[config.mk]
export PLATFORM = sky130hd
export DESIGN_NAME = ppm_symbol_decoder
export DESIGN_NICKNAME = d
export VERILOG_FILES = /design/src/rtl/ppm_symbol_decoder.sv
export SDC_FILE = /design/constraint.sdc
export NUM_CORES = 1
export LEC_CHECK = 0
export BUFFER_PORTS_ARGS = -buffer_cell sky130_fd_sc_hd__buf_2
export CAP_MARGIN = 20
export CORE_ASPECT_RATIO = 1.1
export CORE_MARGIN = 5
export CORE_UTILIZATION = 55
export CTS_CLUSTER_DIAMETER = 150
export DETAILED_ROUTE_END_ITERATION = 10
export HOLD_SLACK_MARGIN = 0.05
export PLACE_DENSITY = 0.77
export SLEW_MARGIN = 0
export SYNTH_ARGS = -nofsm -noshare
export SYNTH_HDL_FRONTEND = slang
export SYNTH_SLANG_ARGS = --single-unit
[constraint.sdc]
create_clock -name clk16 -period 2 [get_ports clk16]
set_input_delay 0.4 -clock clk16 [delete_from_list [all_inputs] [get_ports clk16]]
set_output_delay 0.4 -clock clk16 [all_outputs]
set_load 0.01 [all_outputs]
[src/rtl/ppm_symbol_decoder.sv]
// rtl/ppm_symbol_decoder.sv - L-PPM slot demodulator with MSB-first word packer
//
// Purpose:
//   Splits each symbol period into 2**BITS_PER_SYM slots of SAMPLES_PER_SLOT
//   clk16 cycles. It tests the synchronised line once per slot and reports the
//   index of the single pulsed slot. Symbols with no pulse or more than one
//   pulse are flagged as erasures. Decoded symbols are packed MSB-first into
//   WORD_BITS-wide words, which are held in a valid/ready output register.
//
// Ports:
//   clk16       in   sample clock, rising edge
//   rst_n       in   asynchronous active-low reset
//   Din         in   PPM line, active low (pulse = 0)
//   state       in   1 = frame active (decode), 0 = idle/abort
//   ovf_clr     in   one-cycle pulse, clears overflow
//   sym_data    out  decoded slot index (0 on erasure)
//   sym_valid   out  one-cycle strobe per completed symbol
//   sym_err     out  erasure flag, qualified by sym_valid
//   word_data   out  packed word, first symbol in the MSBs
//   word_err    out  word holds at least one erased symbol, qualified by word_valid
//   word_valid  out  word register full
//   word_ready  in   consumer takes the word when word_valid & word_ready
//   overflow    out  sticky: a completed word was dropped
module ppm_symbol_decoder #(
  parameter int BITS_PER_SYM     = 2,
  parameter int SAMPLES_PER_SLOT = 2,
  parameter int SAMPLE_PHASE     = 0,
  parameter int WORD_BITS        = 8
) (
  input  logic                    clk16,
  input  logic                    rst_n,
  input  logic                    Din,
  input  logic                    state,
  input  logic                    ovf_clr,
  output logic [BITS_PER_SYM-1:0] sym_data,
  output logic                    sym_valid,
  output logic                    sym_err,
  output logic [WORD_BITS-1:0]    word_data,
  output logic                    word_err,
  output logic                    word_valid,
  input  logic                    word_ready,
  output logic                    overflow
);

  localparam int N_SYMS = WORD_BITS / BITS_PER_SYM;
  localparam int SW     = (SAMPLES_PER_SLOT > 1) ? $clog2(SAMPLES_PER_SLOT) : 1;
  localparam int PW     = (N_SYMS > 1) ? $clog2(N_SYMS) : 1;

  localparam logic [SW-1:0]           SAMP_LAST = SW'(SAMPLES_PER_SLOT - 1);
  localparam logic [SW-1:0]           SAMP_TEST = SW'(SAMPLE_PHASE);
  localparam logic [BITS_PER_SYM-1:0] SLOT_LAST = '1;
  localparam logic [PW-1:0]           PACK_LAST = PW'(N_SYMS - 1);

  logic                    din_reg_q;
  logic [SW-1:0]           samp_cnt_q, samp_cnt_d;
  logic [BITS_PER_SYM-1:0] slot_cnt_q, slot_cnt_d;
  logic [1:0]              hits_q, hits_d;
  logic [BITS_PER_SYM-1:0] slot_lat_q, slot_lat_d;
  logic                    sym_valid_q, sym_valid_d;
  logic [BITS_PER_SYM-1:0] sym_data_q, sym_data_d;
  logic                    sym_err_q, sym_err_d;
  logic [PW-1:0]           pack_cnt_q, pack_cnt_d;
  logic [WORD_BITS-1:0]    shreg_q, shreg_d;
  logic                    acc_err_q, acc_err_d;
  logic [WORD_BITS-1:0]    word_data_q, word_data_d;
  logic                    word_err_q, word_err_d;
  logic                    word_valid_q, word_valid_d;
  logic                    overflow_q, overflow_d;

  logic                    sample_hit, end_cycle, word_done, drop;
  logic [1:0]              hits_now;
  logic [BITS_PER_SYM-1:0] slot_now;
  logic [WORD_BITS-1:0]    packed_word;

  always_comb begin
    samp_cnt_d   = samp_cnt_q;
    slot_cnt_d   = slot_cnt_q;
    hits_d       = hits_q;
    slot_lat_d   = slot_lat_q;
    sym_valid_d  = 1'b0;
    sym_data_d   = sym_data_q;
    sym_err_d    = sym_err_q;
    pack_cnt_d   = pack_cnt_q;
    shreg_d      = shreg_q;
    acc_err_d    = acc_err_q;
    word_data_d  = word_data_q;
    word_err_d   = word_err_q;
    word_valid_d = word_valid_q;
    overflow_d   = overflow_q;

    sample_hit = state && (samp_cnt_q == SAMP_TEST) && din_reg_q;
    end_cycle  = state && (slot_cnt_q == SLOT_LAST) && (samp_cnt_q == SAMP_LAST);

    // Hit tally including this cycle's sample, so a sample on the end cycle
    // still counts toward the symbol that is closing.
    hits_now = hits_q;
    slot_now = slot_lat_q;
    if (sample_hit) begin
      if (hits_q == 2'd0) slot_now = slot_cnt_q;
      if (hits_q != 2'd2) hits_now = hits_q + 2'd1;
    end

    if (!state) begin
      samp_cnt_d = '0;
      slot_cnt_d = '0;
      hits_d     = 2'd0;
    end else if (end_cycle) begin
      samp_cnt_d  = '0;
      slot_cnt_d  = '0;
      hits_d      = 2'd0;
      sym_valid_d = 1'b1;
      sym_err_d   = (hits_now != 2'd1);
      sym_data_d  = (hits_now == 2'd1) ? slot_now : '0;
    end else begin
      hits_d     = hits_now;
      slot_lat_d = slot_now;
      if (samp_cnt_q == SAMP_LAST) begin
        samp_cnt_d = '0;
        slot_cnt_d = slot_cnt_q + BITS_PER_SYM'(1);
      end else begin
        samp_cnt_d = samp_cnt_q + SW'(1);
      end
    end

    // The upper symbol slot of shreg_q is stale by the time the word closes,
    // so it is shifted out here rather than cleared between words.
    packed_word = WORD_BITS'(shreg_q << BITS_PER_SYM) | WORD_BITS'(sym_data_q);
    word_done   = sym_valid_q && (pack_cnt_q == PACK_LAST);
    drop        = word_done && word_valid_q && !word_ready;

    // A word that closes on the cycle state falls is complete, not partial,
    // so it is still delivered; only unfinished words are discarded.
    if (word_done || !state) begin
      pack_cnt_d = '0;
      acc_err_d  = 1'b0;
    end else if (sym_valid_q) begin
      pack_cnt_d = pack_cnt_q + PW'(1);
      shreg_d    = packed_word;
      acc_err_d  = acc_err_q | sym_err_q;
    end

    if (word_done) begin
      if (!drop) begin
        word_data_d  = packed_word;
        word_err_d   = acc_err_q | sym_err_q;
        word_valid_d = 1'b1;
      end
    end else if (word_valid_q && word_ready) begin
      word_valid_d = 1'b0;
    end

    if (drop) begin
      overflow_d = 1'b1;
    end else if (ovf_clr) begin
      overflow_d = 1'b0;
    end
  end

  always_ff @(posedge clk16 or negedge rst_n) begin
    if (!rst_n) begin
      din_reg_q    <= 1'b0;
      samp_cnt_q   <= '0;
      slot_cnt_q   <= '0;
      hits_q       <= 2'd0;
      slot_lat_q   <= '0;
      sym_valid_q  <= 1'b0;
      sym_data_q   <= '0;
      sym_err_q    <= 1'b0;
      pack_cnt_q   <= '0;
      shreg_q      <= '0;
      acc_err_q    <= 1'b0;
      word_data_q  <= '0;
      word_err_q   <= 1'b0;
      word_valid_q <= 1'b0;
      overflow_q   <= 1'b0;
    end else begin
      din_reg_q    <= ~Din;
      samp_cnt_q   <= samp_cnt_d;
      slot_cnt_q   <= slot_cnt_d;
      hits_q       <= hits_d;
      slot_lat_q   <= slot_lat_d;
      sym_valid_q  <= sym_valid_d;
      sym_data_q   <= sym_data_d;
      sym_err_q    <= sym_err_d;
      pack_cnt_q   <= pack_cnt_d;
      shreg_q      <= shreg_d;
      acc_err_q    <= acc_err_d;
      word_data_q  <= word_data_d;
      word_err_q   <= word_err_d;
      word_valid_q <= word_valid_d;
      overflow_q   <= overflow_d;
    end
  end

  assign sym_valid  = sym_valid_q;
  assign sym_data   = sym_data_q;
  assign sym_err    = sym_err_q;
  assign word_data  = word_data_q;
  assign word_err   = word_err_q;
  assign word_valid = word_valid_q;
  assign overflow   = overflow_q;

endmodule
==> impl_metrics.ini, run 1 <==
[logic_synthesis]
synth_cells = 108
avgSynthCellArea_sq_um = 13.4
synthDistinctLibCells = 28
yosys_warnings = 0
synth_seq_cells = 32
synth_nets = 118
synth.yosys.seq_area_share_pct = 55.4
netlist_area_sq_um = 1450

[timing]
finalSetupViolations = 0
slew_headroom_pct = 53.8
finClkSkew_ns = 0.0119
fin_crit_sh_pct = 74.5
finalHoldViolCount = 0
finalSetupTns_ns = 0
post-route-min-period_ns = 1.49
drv_slew = 0
rsz0062_at_grt = false
tightest_slew_ns = 0.693
max_freq_mhz = 671

[clock_network]
cts_max_path_buffers = 2
insertion_delay_ns = 0.33
postCtsHoldBufs = 0
numClockSinks = 32
cts.repair.resized = 0
clkTransAtPathRegs_ns = 0.10
clock-root-buffer = clkbuf_4
cts_tree = yes
cts_buffers = 5
postCtsSetupBuffers = 0
cts_max_level = 2

[final_layout]
drive_gt1_share_pct = 37.7
regArea_sq_um = 801
area_growth_pct = 11.4
fillerInstances = 214
utilization_pct = 64.0
layout.cells.non_filler = 161
multi_input_area_sq_um = 573
diodes = 0
final_nets = 139

[pwr]
cell_internal_pwr_mw = 0.960
p_leak_nw = 0.860
power_switching_mw = 0.265
seqPwrFrac_pct = 55.5
switching_share_pct = 21.6
p_per_area_nw_per_um2 = 760
clkPwrFrac_pct = 38.6
power_frac_comb_pct = 6.0
vdd_drop_max_uv = 732

[global_route]
busiest_layer = met2
grt_antenna_before_repair = 0
first_global_vias = 843
grt_max_degree = 33
grt_use_met1_pct = 16.7
use_met3_pct = 4.23
overflow = 0
grt_use_total_pct = 13.8
grtUsageMet2_pct = 21.5
grt_pass1_wl_um = 3880

[floorplan]
row_count = 19
initial_core_util_pct = 57.4
dieArea_sq_um = 3760
core_area_sq_um = 2520
die_y_um = 63.8
io_pins = 21
die_width_um = 58.9

[outcome]
status = completed

[route]
routed_wl_um = 2260
first_pass_iters = 2
ant_nets = 0
via_per_inst = 5.20
vias = 837
wire_per_inst_um = 14.1
drc_errors = 0
dr.first_iter.drc_count = 5

[worst_setup_path]
critPathCaptureType = flop
cp_max_fo = 9
r2r_end = word_data[4]
r2r-start = pack_cnt_q[0]
crit_end = word_data[4]
required_ns = 2.22
r2r_setup_slack_ns = 0.51
startpoint = pack_cnt_q[0]
cp.arrival_ns = 1.71
crit_type = flop to flop
rr_worst_depth = 4
critPathLaunchType = flop

[placed_design]
hpwlAfterDp_um = 1620
gp_congestion = 0.737
port_buffers = 20
dp_cells = 153

[flow_run]
drv_cap = 0

[min_path]
hp-class = primary input to asynchronous set/reset pin
==> how the worst min path moves through the flow <==
stage	endpoint	startpoint	slack (ns)
after floorplan	acc_err_q	rst_n	0.10
after global placement	word_err	rst_n	0.48
after detailed placement	word_data[4]	rst_n	0.48
after CTS	sym_data[0]	rst_n	0.12
after global routing	sym_data[0]	rst_n	0.15
final	word_data[2]	rst_n	0.10
==> registers in the layout (all words and copies together), names as in the netlist <==
name,count
word_err,1
word_data,8
pack_cnt_q,2
overflow,1
din_reg_q,1
acc_err_q,1
shreg_q,6
word_valid,1
slot_cnt_q,2
sym_err,1
sym_valid,1
sym_data,2
slot_lat_q,2
hits_q,2
samp_cnt_q,1
==> stage by stage <==
step	hold slack [ns]	setup WS (ns)	instance area [sq um]	power, mW
2_1_floorplan	0.104	0.678	1450	0.738
3_3_place_gp	0.477	0.552	1540	0.762
3_5_place_dp	0.482	0.505	1540	0.767
4_1_cts	0.116	0.496	1610	1.24
5_1_grt	0.152	0.417	1610	1.28
6_report	0.104	0.510	1610	1.23
==> cell usage after synthesis (all sizes together) <==
cell,count,share of area (%)
a21boi,1,0.52
a21oi,1,0.35
and2,2,0.86
and3b,1,0.61
buf,6,3.5
dfrtp,32,55
ha,4,3.5
inv,6,1.6
mux2,18,16
mux2i,5,3.5
nand2,7,2.3
nand2b,2,1.4
nand3,1,0.35
nand3b,3,1.8
nand4,2,0.86
nor2,3,0.78
nor2b,7,3.5
nor3b,1,0.52
o21a,1,0.52
o21ai,3,1.0
o22ai,2,0.86
==> area by class of cell <==
class	count	area share, %
tap	31	2.41
clock buffer	6	2.56
multi-input combinational	64	35.6
sequential	32	49.7
inverter	6	1.40
timing repair buffer	20	6.21
clock inverter	2	2.17
==> metal layers <==
metal	vias up	wire, um
met3	5	111
met1	411	983
met4	0	39
met5	-	0
li1	406	-
met2	15	1130
==> cells by family (layout without fill, tap and decap cells) <==
group | after synthesis | count (layout) | share of synthesized area (%)
DFF | 32 | 32 | 55.4
and+or+nand+nor | 29 | 29 | 13.1
muxes | 23 | 23 | 19.8
buffers and inverters | 12 | 34 | 5.02
AOI/OAI and AO/OA | 8 | 8 | 3.29
adders and majority gates | 4 | 4 | 3.46
==> worst max-delay path, stage by stage, from the launching register on <==
cell and delay, ns:
dfrtp_1 0.38, ha_1 0.25, nand2_4 0.09, nor2b_4 0.34
mux2_4 0.33
==> power by group through the flow <==
stage	logic (mW)	registers [mW]	clock network, mW
3_5_place_dp	0.0739	0.693	0
2_1_floorplan	0.0508	0.687	0
3_3_place_gp	0.0707	0.692	0
4_1_cts	0.0753	0.680	0.488
5_1_grt	0.0836	0.683	0.515
6_report	0.0729	0.680	0.472
==> cells in the final DEF (no fill, tap or decap), types with 2 or more instances in the layout <==
| cell type | n |
|---|---|
| ha_1 | 4 |
| nor2_1 | 3 |
| clkbuf_4 | 5 |
| mux2_4 | 9 |
| nand4_1 | 2 |
| inv_1 | 6 |
| nand3b_1 | 2 |
| nor2b_1 | 6 |
| buf_2 | 20 |
| nand2_1 | 6 |
| dfrtp_1 | 32 |
| mux2i_1 | 5 |
| and2_1 | 2 |
| o21ai_0 | 3 |
| mux2_2 | 9 |
| o22ai_1 | 2 |
Power figures use the tool's default switching activity.
==> run 2: changes to the inputs <==
--- a/config.mk
+++ b/config.mk
@@ -5,6 +5,7 @@
 export SDC_FILE = /design/constraint.sdc
 export NUM_CORES = 1
 export LEC_CHECK = 0
+export ABC_AREA = 1
 export BUFFER_PORTS_ARGS = -buffer_cell sky130_fd_sc_hd__buf_2
 export CAP_MARGIN = 20
 export CORE_ASPECT_RATIO = 1.1
==> constraint.sdc (replaced) <==
create_clock -name clk16 -period 1.5 [get_ports clk16]
set_input_delay 0.3 -clock clk16 [delete_from_list [all_inputs] [get_ports clk16]]
set_output_delay 0.3 -clock clk16 [all_outputs]
set_load 0.01 [all_outputs]
==> run 2 against run 1 <==
Against the previous run:
- register-to-register slack got worse by 0.40 ns
- critical path depth grew 1
- worst hold slack worse by 0.010 ns
- routed wire length grew 8.1%
- synthesized cell count grew 39%
- worst setup slack worse by 0.40 ns
- clock-buffer cell count fell by 1
- non-clock buffer count grew 2
- core utilization increased by 0.94 points
- cell count increased by 28%
==> impl_metrics.ini, run 2 <==
[outcome]
status = completed

[logic_synthesis]
synth_common_cells = 49 x nand2_1, 32 x dfrtp_1, 21 x inv_1
synth_xor_xnor_area_share_pct = 0
synth.yosys.seq_area_share_pct = 55.3
synthSimpleGateAreaFrac_pct = 20.9
synth.mux.area_fraction_pct = 0
netlist_area_sq_um = 1450
synth_cells = 150
synthArstFlopShare_pct = 100
synth_nets = 160
synth_compound_area_share_pct = 10.9
yosys.area.top_type = dfrtp_1
synthDistinctLibCells = 22
yosys_warnings = 0
synth_top_family_by_area = simple AND/OR/NAND/NOR gates
synthAdderAreaFrac_pct = 3.46
synth_most_common_cell = nand2_1
synthTopCellsByArea = dfrtp_1 55%, nand2_1 13%, o21ai_2 8.5%, inv_1 5.4%, ha_1 3.5%
synth_top_area_share_pct = 55.3
synth_ff_type = dfrtp_1
avgSynthCellArea_sq_um = 9.65
synth_seq_cells = 32
synth-edff-count = 0

[floorplan]
die_width_um = 58.9
initial_core_util_pct = 57.4
dieArea_sq_um = 3760
io_pins = 21
row_count = 19
core_area_sq_um = 2520
die_y_um = 63.8

[clock_network]
postCtsSetupBuffers = 0
numClockSinks = 32
clkTransAtPathRegs_ns = 0.10
cts.repair.resized = 0
cts_tree = yes
cts_buffers = 5
cts_max_path_buffers = 2
clock-root-buffer = clkbuf_4
cts_max_level = 2
insertion_delay_ns = 0.33
postCtsHoldBufs = 1

[pwr]
p_leak_nw = 0.867
clkPwrFrac_pct = 39.1
power_frac_comb_pct = 6.7
power_switching_mw = 0.391
vdd_drop_max_uv = 833
seqPwrFrac_pct = 54.2
p_per_area_nw_per_um2 = 1010
switching_share_pct = 23.6
cell_internal_pwr_mw = 1.27

[placed_design]
gp_congestion = 0.755
port_buffers = 20
hpwlAfterDp_um = 1780

[worst_setup_path]
critPathLaunchType = flop
cp_max_fo = 15
rr_worst_depth = 5
r2r-start = pack_cnt_q[0]
critPathCaptureType = flop
required_ns = 1.71
crit_type = flop to flop
r2r_end = shreg_q[5]
startpoint = pack_cnt_q[0]
r2r_setup_slack_ns = 0.11
cp.arrival_ns = 1.60

[final_layout]
area_growth_pct = 13.0
diodes = 0
largest_reg_flops = 8
utilization_pct = 64.9
final_cell_mix = 49 x nand2_1, 32 x dfrtp_1, 21 x inv_1, 20 x buf_2, 14 x o21ai_2
final_nets = 184
drive_gt1_share_pct = 29.7
layout_commonest_cell = nand2_1

[route]
dr.first_iter.drc_count = 26
first_pass_iters = 4
wire_per_inst_um = 11.9
routed_wl_um = 2450
vias = 1034
ant_nets = 0
via_per_inst = 5.02
drc_errors = 0

[global_route]
first_global_vias = 1031
grt_pass1_wl_um = 4310
grt_use_total_pct = 15.4
grt_max_degree = 33
grt_antenna_before_repair = 0
overflow = 0

[timing]
finalSetupViolations = 0
drv_slew = 0
finalHoldViolCount = 0
finalSetupTns_ns = 0
tightest_slew_ns = 0.392
finClkSkew_ns = 0.0122
max_freq_mhz = 721
slew_headroom_pct = 73.9
rsz0062_at_grt = false
post-route-min-period_ns = 1.39
fin_crit_sh_pct = 92.5

[min_path]
hold_end = din_reg_q
hp-class = primary input to flop
min_path_cells = 2
min-delay-start = Din

[flow_run]
drv_cap = 0
## run 2: cell types whose count changed in the layout (fill, tap and decap cells not counted), sizes merged, moves of 3 or more
cell | previous run | this run
nand2 | 7 | 52
mux2 | 18 | 0
inv | 6 | 22
o21ai | 3 | 16
nor2b | 7 | 0
mux2i | 5 | 0
nand3 | 1 | 4
nand3b | 3 | 0
nand4 | 2 | 5
## run 2: metrics by stage
| stage | setup slack [ns] | power [mW] | instance area [sq um] | hold slack, ns | std cells |
|---|---|---|---|---|---|
| after global routing | 0.0282 | 1.75 | 1640 | 0.0671 | 206 |
| after global placement | 0.158 | 1.02 | 1550 | 0.337 | 197 |
| after CTS | 0.0963 | 1.68 | 1640 | 0.0803 | 206 |
| final | 0.113 | 1.66 | 1640 | 0.0937 | 206 |
| after detailed placement | 0.107 | 1.03 | 1550 | 0.342 | 197 |
| after floorplan | 0.305 | 0.980 | 1450 | 0.00441 | 150 |
## run 2: worst max path at each step
stage,end,slack (ns),depth (start not counted)
global placement,shreg_q[2],0.16,5
detailed placement,shreg_q[4],0.11,5
global route,shreg_q[5],0.03,5
floorplan,shreg_q[1],0.30,6
finish,shreg_q[5],0.11,5
CTS,shreg_q[5],0.1,5
## run 2: per-layer routing
metal	vias to the layer above	track usage (%)	wire length, um
met5	-	0	0
met4	0	7.37	76
met3	8	6.44	163
met2	27	26.0	1190
met1	480	16.2	1010
li1	519	-	-
## run 2: worst max-delay path, cell delays in order, from the launching register on
cell	delay [ns]
dfrtp_1	0.42
ha_1	0.21
nand2_2	0.11
nand3_2	0.30
nand2_1	0.17
o21ai_2	0.07
## run 2: area by class of cell
class	count	area, sq um
fillers	231	885
flip-flops and latches	32	801
multi-input cells	90	510
repair buffers	22	118
inverters	23	87.6
clock inverters	3	42.5
well taps	31	38.8
clock buffers	5	37.5
## run 2: kinds of logic after synthesis
| family | after synthesis |
|---|---|
| AO/OA/AOI/OAI | 20 |
| adder cells (fa/ha/maj) | 4 |
| buffers and inverters | 28 |
| flip-flops | 32 |
| AND/OR/NAND/NOR | 66 |
## run 2: power groups by stage
| stage | Combinational, mW | Clock (mW) | Sequential (mW) |
|---|---|---|---|
| 4_1_cts | 0.114 | 0.667 | 0.899 |
| 6_report | 0.110 | 0.648 | 0.899 |
| 2_1_floorplan | 0.0665 | 0 | 0.914 |
| 5_1_grt | 0.129 | 0.719 | 0.902 |
| 3_5_place_dp | 0.111 | 0 | 0.915 |
| 3_3_place_gp | 0.102 | 0 | 0.914 |
==> run 3: changes to the inputs <==
--- a/config.mk
+++ b/config.mk
@@ -6,15 +6,18 @@
 export NUM_CORES = 1
 export LEC_CHECK = 0
 export ABC_AREA = 1
-export BUFFER_PORTS_ARGS = -buffer_cell sky130_fd_sc_hd__buf_2
 export CAP_MARGIN = 20
+export CELL_PAD_IN_SITES_DETAIL_PLACEMENT = 1
+export CELL_PAD_IN_SITES_GLOBAL_PLACEMENT = 1
 export CORE_ASPECT_RATIO = 1.1
 export CORE_MARGIN = 5
-export CORE_UTILIZATION = 55
+export CORE_UTILIZATION = 47
 export CTS_CLUSTER_DIAMETER = 150
+export CTS_CLUSTER_SIZE = 40
 export DETAILED_ROUTE_END_ITERATION = 10
+export DONT_BUFFER_PORTS = 1
 export HOLD_SLACK_MARGIN = 0.05
-export PLACE_DENSITY = 0.77
+export PLACE_DENSITY_LB_ADDON = 0.1
 export SLEW_MARGIN = 0
 export SYNTH_ARGS = -nofsm -noshare
 export SYNTH_HDL_FRONTEND = slang
==> run 3 against run 2 <==
Against the previous run:
- register-to-register slack improved by 0.12 ns
- worst setup slack improved by 0.12 ns
- via count is 5.7% lower
- critical endpoint is now word_err
- largest power group unchanged
- highest routed layer unchanged
==> impl_metrics.ini, run 3 (synthesized netlist as in run 2, its figures left out) <==
[outcome]
status = completed

[route]
dr.first_iter.drc_count = 29
ant_nets = 0
vias = 975
via_per_inst = 5.13
first_pass_iters = 4
routed_wl_um = 2690
drc_errors = 0
wire_per_inst_um = 14.1

[final_layout]
multi_input_area_sq_um = 510
diodes = 0
area_growth_pct = 7.35
final_nets = 166
largest_reg_flops = 8
layout_commonest_cell = nand2_1
regArea_sq_um = 801
drive_gt1_share_pct = 20.5
final_cell_mix = 49 x nand2_1, 32 x dfrtp_1, 21 x inv_1, 14 x o21ai_2
fillerInstances = 336

[timing]
finalSetupViolations = 0
fin_crit_sh_pct = 84.7
slew_headroom_pct = 82.8
finalHoldViolCount = 0
whs_ns = 0.0791
rsz0062_at_grt = false
finClkSkew_ns = 0.0101
max_freq_mhz = 787
finalSetupTns_ns = 0
post-route-min-period_ns = 1.27
timing.final.ws_setup_ns = 0.230
drv_slew = 0
tightest_slew_ns = 0.258

[min_path]
min-delay-start = ovf_clr
min_path_cells = 1
hold_end = overflow
hp-class = primary input to flop

[clock_network]
cts_max_level = 2
numClockSinks = 32
cts_tree = yes
insertion_delay_ns = 0.32
clkTransAtPathRegs_ns = 0.10
postCtsSetupBuffers = 0
cts_max_path_buffers = 2
clock-root-buffer = clkbuf_4
cts_buffers = 5
cts.repair.resized = 0
postCtsHoldBufs = 3

[pwr]
p_leak_nw = 0.772
p_per_area_nw_per_um2 = 992
vdd_drop_max_uv = 516
power.total_mw = 1.54

[placed_design]
dpl_worst_slack_ns = 0.230
gp_congestion = 0.754
port_buffers = 0
hpwlAfterDp_um = 2070

[floorplan]
io_pins = 21
die_width_um = 62.9
row_count = 21
core_area_sq_um = 3000
die_y_um = 68.2
initial_core_util_pct = 48.3
dieArea_sq_um = 4290

[global_route]
grt_use_total_pct = 15.3
grt_antenna_before_repair = 0
grt_pass1_wl_um = 5070
overflow = 0
grt_max_degree = 33
first_global_vias = 1101

[worst_setup_path]
startpoint = pack_cnt_q[0]
cp.arrival_ns = 1.52
required_ns = 1.75
cp_max_fo = 16
r2r-start = pack_cnt_q[0]
critPathLaunchType = flop
r2r_end = word_err
critPathCaptureType = flop
rr_worst_depth = 6
r2r_setup_slack_ns = 0.23
crit_type = flop to flop

[flow_run]
drv_cap = 0
run 3: cell count changes in the layout (fill, tap and decap cells not counted):
cell	delta
clkinvlp_4	-1
dlygate4sd3_1	+1
buf_2	-20
clkbuf_8	+2
buf_12	+1
bufinv_16	-1
clkinv_2	-1
run 3: cell type report:
class | count | share of cell area, %
repair buffers | 4 | 3.06
flip-flops and latches | 32 | 51.5
clock buffers | 7 | 4.19
inverters | 23 | 5.64
multi-input cells | 90 | 32.9
well taps | 34 | 2.74
run 3: worst max path at each step:
| stage | to |
|---|---|
| finish | word_err |
| global route | sym_data[1] |
| CTS | word_err |
| detailed placement | sym_err |
| global placement | sym_err |
| floorplan | shreg_q[1] |
run 3: routing by layer:
layer  global-route usage (%)  vias to the layer above  part of all wire (%)
met4                     8.22                        0                   2.3
met2                     27.2                       19                    54
li1                         -                      478                     -
met1                     17.0                      472                    40
met3                     3.78                        6                   4.1
met5                        0                        -                     0
run 3: metrics by stage:
stage               cells  instance area, sq um  util [%]
CTS                   190                  1550      51.9
global route          190                  1550      51.9
detailed placement    180                  1450      48.4
global placement      180                  1450      48.4
finish                190                  1550      51.9
floorplan             150                  1450         -
run 3: power breakdown:
part           leakage, nW  switching, mW  internal [mW]  total, mW
clock network       0.0374          0.272          0.266      0.538
registers            0.440         0.0194          0.883      0.902
logic                0.295         0.0671         0.0344      0.102
run 3: critical path, cell delays in order (launching register included):
cell and delay [ns]:
dfrtp_1 0.42, ha_1 0.21, nand2_2 0.11, clkinv_2 0.09
nand2_4 0.19, nand2_1 0.10, o21ai_2 0.07
